===== config.mk =====
export PLATFORM = sky130hd
export DESIGN_NAME = dac_ad5061_arbiter
export DESIGN_NICKNAME = d
export VERILOG_FILES = /design/src/rtl/dac_ad5061_arbiter.sv
export SDC_FILE = /design/constraint.sdc
export NUM_CORES = 1
export LEC_CHECK = 0
export CAP_MARGIN = 20
export CORE_MARGIN = 2
export CORE_UTILIZATION = 45
export CTS_BUF_LIST = sky130_fd_sc_hd__clkbuf_16
export DETAILED_ROUTE_END_ITERATION = 16
export GPL_TIMING_DRIVEN = 0
export PLACE_DENSITY = 0.81
export RECOVER_POWER = 50
export SLEW_MARGIN = 5
export SYNTH_ARGS = -nofsm -noshare
export SYNTH_HDL_FRONTEND = slang
export SYNTH_SLANG_ARGS = --single-unit
export TNS_END_PERCENT = 1

===== constraint.sdc =====
create_clock -name CLK -period 3.6 [get_ports CLK]
set_input_delay 1.08 -clock CLK [delete_from_list [all_inputs] [get_ports CLK]]
set_output_delay 1.08 -clock CLK [all_outputs]
set_load 0.1 [all_outputs]

===== src/rtl/dac_ad5061_arbiter.sv =====
// Round-robin arbiter sharing one AD5061 DAC writer between four requesters.
// Latches the granted code, pulses LATCH, tracks SYNC_DAC, and acks or aborts on timeout.
module dac_ad5061_arbiter #(
   parameter int TIMEOUT   = 255,
   parameter int GAP       = 4,
   parameter int LATCH_LEN = 2
) (
   input  logic        CLK,
   input  logic        RST,
   input  logic [3:0]  REQ,
   input  logic [15:0] VAL0,
   input  logic [15:0] VAL1,
   input  logic [15:0] VAL2,
   input  logic [15:0] VAL3,
   input  logic        SYNC_DAC,
   output logic        LATCH,
   output logic [15:0] VALUE,
   output logic [3:0]  ACK,
   output logic        BUSY,
   output logic [1:0]  GRANT_ID,
   output logic        ERR
);

   // state   | meaning
   // IDLE    | waiting for a request while the writer is idle (SYNC_DAC high)
   // PULSE   | LATCH held high for LATCH_LEN cycles
   // WAIT_LO | waiting for the writer to start shifting (SYNC_DAC low)
   // WAIT_HI | waiting for the end of the frame (SYNC_DAC high)
   // ABORT   | writer never responded: flag ERR and release the requester
   // GAP     | enforced idle time before the next grant
   typedef enum logic [2:0] {
      S_IDLE,
      S_PULSE,
      S_WAIT_LO,
      S_WAIT_HI,
      S_ABORT,
      S_GAP
   } state_t;

   localparam int LATCH_CYC = (LATCH_LEN < 1) ? 1 : LATCH_LEN;
   localparam int GAP_CYC   = (GAP < 1) ? 1 : GAP;
   localparam int TO_CYC    = (TIMEOUT < 1) ? 1 : TIMEOUT;
   localparam logic [15:0] TC_LATCH   = 16'(LATCH_CYC - 1);
   localparam logic [15:0] TC_GAP     = 16'(GAP_CYC - 1);
   localparam logic [15:0] TC_TIMEOUT = 16'(TO_CYC - 1);

   state_t      state, state_nxt;
   logic [15:0] cnt, cnt_nxt, cnt_inc;
   logic [1:0]  ptr, ptr_nxt;
   logic        latch_q, latch_nxt;
   logic [15:0] value_q, value_nxt;
   logic [1:0]  grant_q, grant_nxt;
   logic [3:0]  ack_q, ack_nxt;
   logic        err_q, err_nxt;

   logic [3:0]  req_rot;
   logic [1:0]  pick_off;
   logic [1:0]  pick_id;
   logic        pick_vld;
   logic [15:0] val_pick;

   // Rotate requests so bit 0 corresponds to ptr; the lowest set bit wins.
   always_comb begin
      req_rot  = 4'({REQ, REQ} >> ptr);
      pick_off = 2'd3;
      if (req_rot[0])      pick_off = 2'd0;
      else if (req_rot[1]) pick_off = 2'd1;
      else if (req_rot[2]) pick_off = 2'd2;
      pick_id  = ptr + pick_off;
      pick_vld = |REQ;
   end

   always_comb begin
      val_pick = VAL0;
      case (pick_id)
         2'd0: val_pick = VAL0;
         2'd1: val_pick = VAL1;
         2'd2: val_pick = VAL2;
         2'd3: val_pick = VAL3;
      endcase
   end

   assign cnt_inc = (cnt == 16'hFFFF) ? cnt : cnt + 16'd1;

   always_comb begin
      state_nxt = state;
      cnt_nxt   = cnt;
      ptr_nxt   = ptr;
      latch_nxt = latch_q;
      value_nxt = value_q;
      grant_nxt = grant_q;
      ack_nxt   = 4'b0000;
      err_nxt   = err_q;
      case (state)
         S_IDLE: begin
            // A writer still shifting (e.g. after reset or abort) holds off the grant.
            if (pick_vld && SYNC_DAC) begin
               value_nxt = val_pick;
               grant_nxt = pick_id;
               latch_nxt = 1'b1;
               cnt_nxt   = 16'd0;
               state_nxt = S_PULSE;
            end
         end
         S_PULSE: begin
            if (cnt >= TC_LATCH) begin
               latch_nxt = 1'b0;
               cnt_nxt   = 16'd0;
               state_nxt = S_WAIT_LO;
            end else begin
               cnt_nxt = cnt_inc;
            end
         end
         S_WAIT_LO: begin
            if (!SYNC_DAC) begin
               cnt_nxt   = 16'd0;
               state_nxt = S_WAIT_HI;
            end else if (cnt >= TC_TIMEOUT) begin
               cnt_nxt   = 16'd0;
               state_nxt = S_ABORT;
            end else begin
               cnt_nxt = cnt_inc;
            end
         end
         S_WAIT_HI: begin
            if (SYNC_DAC) begin
               ack_nxt   = 4'b0001 << grant_q;
               ptr_nxt   = grant_q + 2'd1;
               cnt_nxt   = 16'd0;
               state_nxt = S_GAP;
            end else if (cnt >= TC_TIMEOUT) begin
               cnt_nxt   = 16'd0;
               state_nxt = S_ABORT;
            end else begin
               cnt_nxt = cnt_inc;
            end
         end
         S_ABORT: begin
            err_nxt   = 1'b1;
            ack_nxt   = 4'b0001 << grant_q;
            ptr_nxt   = grant_q + 2'd1;
            cnt_nxt   = 16'd0;
            state_nxt = S_GAP;
         end
         S_GAP: begin
            if (cnt >= TC_GAP) begin
               cnt_nxt   = 16'd0;
               state_nxt = S_IDLE;
            end else begin
               cnt_nxt = cnt_inc;
            end
         end
         default: begin
            cnt_nxt   = 16'd0;
            latch_nxt = 1'b0;
            state_nxt = S_IDLE;
         end
      endcase
   end

   always_ff @(posedge CLK) begin
      if (RST) begin
         state   <= S_IDLE;
         cnt     <= 16'd0;
         ptr     <= 2'd0;
         latch_q <= 1'b0;
         value_q <= 16'd0;
         grant_q <= 2'd0;
         ack_q   <= 4'b0000;
         err_q   <= 1'b0;
      end else begin
         state   <= state_nxt;
         cnt     <= cnt_nxt;
         ptr     <= ptr_nxt;
         latch_q <= latch_nxt;
         value_q <= value_nxt;
         grant_q <= grant_nxt;
         ack_q   <= ack_nxt;
         err_q   <= err_nxt;
      end
   end

   assign LATCH    = latch_q;
   assign VALUE    = value_q;
   assign ACK      = ack_q;
   assign BUSY     = (state != S_IDLE);
   assign GRANT_ID = grant_q;
   assign ERR      = err_q;

endmodule


==> results of run 1 <==
[final cells by class]
class | instances | area share
Clock inverter | 3 | 0.009569
Sequential cell | 45 | 0.2297
Clock buffer | 5 | 0.03190
Inverter | 13 | 0.01244
Buffer | 19 | 0.02807
Multi-Input combinational cell | 237 | 0.4217
Tap cell | 72 | 0.02297
Timing Repair Buffer | 96 | 0.2437
[per-layer routing]
metal,vias to the layer above,track usage,wire (um),part of all wire
li1,1410,-,-,-
met1,1395,0.3421,3736,0.43
met2,103,0.4567,4268,0.49
met3,13,0.06404,538,0.062
met4,0,0.09153,136,0.016
met5,-,0,0,0
[power breakdown]
part / internal [mW] / switching (mW)
logic: 0.352 / 0.827
registers: 0.567 / 0.0380
clock network: 0.323 / 0.189
total: 1.24 / 1.05
[state kept, by name, indices dropped and copies added (netlist names)]
signal,count
GRANT_ID,2
state,3
ptr,2
cnt,16
ACK,4
ERR,1
LATCH,1
VALUE,16
[cell usage in the layout (no fill, tap or decap), types with 4 or more instances in the layout]
master / instances
nand4_1: 4
o21a_1: 5
o211ai_1: 5
a31oi_1: 4
dfxtp_1: 45
nor2_1: 17
nor3_1: 24
nor2b_1: 6
and3_1: 7
o21ai_0: 6
o31ai_1: 30
o22ai_1: 16
dlygate4sd3_1: 23
a21oi_1: 11
and2_1: 4
clkbuf_1: 11
clkbuf_16: 5
nor4_1: 5
inv_1: 14
ha_1: 8
nand2_1: 30
and4_1: 5
clkdlybuf4s50_1: 67
nand3_1: 7
buf_6: 4
[Yosys cell counts, drive strengths merged, types with 4 or more instances]
cell type,count
o22ai,16
a21oi,11
nand3,7
nand2,30
a31oi,4
and4,5
nor2b,6
o21ai,6
o21a,5
ha,9
nand4,4
nor2,17
nor3,26
o211ai,5
buf,9
dfxtp,45
clkbuf,11
mux2,4
and3,7
o41ai,4
o31ai,31
inv,13
and2,4
nor4,6
[what timing repair did]
item / 4_1_cts / 5_1_grt
pin swaps: 1 / 0
buffers inserted: 1 / 0
gates resized for setup: 11 / 8
setup endpoints to repair: 17 / 17
endpoints found under the hold margin: 0 / 0
[cells by family (layout without fill, tap and decap cells)]
kind of cell,Yosys count,after routing
and+or+nand+nor,120,120
AOI/OAI and AO/OA,100,100
DFF,45,45
buffers and inverters,33,136
adders and majority gates,9,9
muxes,7,7
xor gates and xnor gates,1,1
[worst max-delay path: cells and delay by family]
| family | cells | cell delay, ns |
|---|---|---|
| AND/OR/NAND/NOR | 1 | 0.22 |
| buffers and inverters | 1 | 0.74 |
| AO/OA/AOI/OAI | 4 | 1.46 |
[final timing paths]
check | endpoint | cells after the start
worst max-delay path | cnt[2] | 6
worst min-delay path | VALUE[11] | 2
worst max register to register | VALUE[0] | 11
worst min register to register | VALUE[11] | 2
[metrics by stage]
step                area, um2  setup WS [ns]
global route             3923        0.09155
detailed placement       3687        -0.7242
finish                   3923         0.2867
CTS                      3919        0.01540
global placement         3687        -0.6077
floorplan                2646         0.3548
==> results.md, run 1 <==
* Setup TNS at 0 ns
* Max-slew violations at 0
* Worst VDD drop at 0.4836 mV
* Reg2reg start: ptr[0]
* Crit path largest cell delay at 0.95 ns
* P per Cell Area at 585.3 nW/um2
* Cts hold-fix bufs at 0
* Initial core utilization at 0.4719
* HP Start: VALUE[11]
* Final core occ at 0.6995
* Setup Viol. Count Final at 0
* Max Fclk at 301.8 MHz
* Required time of the critical path at 3.80 ns
* First-pass GRT wire length at 13590 um
* Register area at 900.9 um2
* Least-Margin Pin Slew at 1.158 ns
* Diode count at 0
* Routed via count at 2921
* Post-Synth XOR/XNOR Area at 0.003310
* CTS Buf Count at 5
* FF+latch count, synth at 45
* Vias/cell at 5.961
* Antenna violations before repair at 0
* CTS H-Tree Depth at 2
* Cell breakdown of the critical path: dlygate4sd3_1 -> nor2b_1 -> o21ai_0 -> o32ai_1 -> a21oi_1 -> a211oi_1
* # port buffers at 95
* Initial DRC Count at 163
* Synth Warn # at 0
* Grt total ovfl at 0
* Final hold vios at 0
* Vias in the first global route at 2756
* Multi-input logic area at 1654 um2
* Core footprint at 5608 um2
* Pwr Total at 2.296 mW
* RSZ-0062 raised after global routing: false
* CP max FO at 9
* # DRC at 0
* Fin cells at 490
* Adder-cell share of the synthesized area at 0.04255
* Minimum clock period after layout at 3.313 ns
* Multiplexer share of the synthesized area at 0.02979
* DR WL/cell at 17.71 um
* Critical Path AT at 3.51 ns
* Deepest clock path buffer count at 2
* Status: finished, final reports clean
* Standby leakage power at 1.521 nW
* Antenna Violating Nets Remaining at 0
* Post-synth EDFFs at 0
* Cells after Synth at 315
* Distinct cells, synth at 55
* Io pins at 96
* # rows at 27
* Max-cap violation count at 0
* Dominant synthesized flop cell: dfxtp_1
* Placed cells at 482
* Relative slew slack at 0.2256
* Gr usage total at 0.2724
* Complex-gate fraction of the synthesized area at 0.2861
* Synthesized cell area at 2646 um2
* Detailed Place HPWL at 6400 um
* R2r setup slk at 0.94 ns
* CTS root buffer: clkbuf_16
* Simple-Gate Fraction of Synth Area at 0.2364
* CP startpoint: SYNC_DAC
* Post-synth net total at 395
* RD Place Congestion at 0.8869
* Clock sinks at 45
* Critical path type: primary input to register
* Die Area at 6510 um2
* Synth top area cells: dfxtp_1 34%, o31ai_1 8.5%, nor3_1 4.7%
* Drt first pass iters at 4
* Share of cells above drive strength 1 at 0.07656
* Layout area overhead at 48.23%
* Clock transition at path regs at 0.06 ns
* Largest net degree at the start of global routing at 14
* Chip Height at 80.69 um
* Filler Cells Inserted at 458
* Layout Nets at 497
* CTS tree: built
* CP endpoint kind: register
* Post-synth top area share at 0.3404
* Hold WS at 0.4449 ns
* Clock skew at 0.008885 ns
* Worst hold path class: register to register
* Clk_lat worst skew at 0.29 ns
* Slowest CP cell: o32ai_1
* Post-synthesis sequential area ratio at 0.3404
* Period utilisation layout at 0.9204
* Largest area contributor in the netlist: dfxtp_1
* Type of origin of the critical path: primary input
* Synth Area per Inst at 8.401 um2
* Largest family of logic cells by synthesized area: compound AO/OA/AOI/OAI gates
* Post-Route WL at 8679 um
* Die width at 80.69 um
* Ys async rst share at 0
No activity file was read; power rests on OpenSTA's default activity.
==> inputs of run 2 (changes only) <==
--- a/config.mk
+++ b/config.mk
@@ -13,7 +13,6 @@
 export GPL_TIMING_DRIVEN = 0
 export PLACE_DENSITY = 0.81
 export RECOVER_POWER = 50
-export SLEW_MARGIN = 5
 export SYNTH_ARGS = -nofsm -noshare
 export SYNTH_HDL_FRONTEND = slang
 export SYNTH_SLANG_ARGS = --single-unit
==> results of run 2 <==
Same layout as run 1: the final DEF is identical, and so are final timing and power.
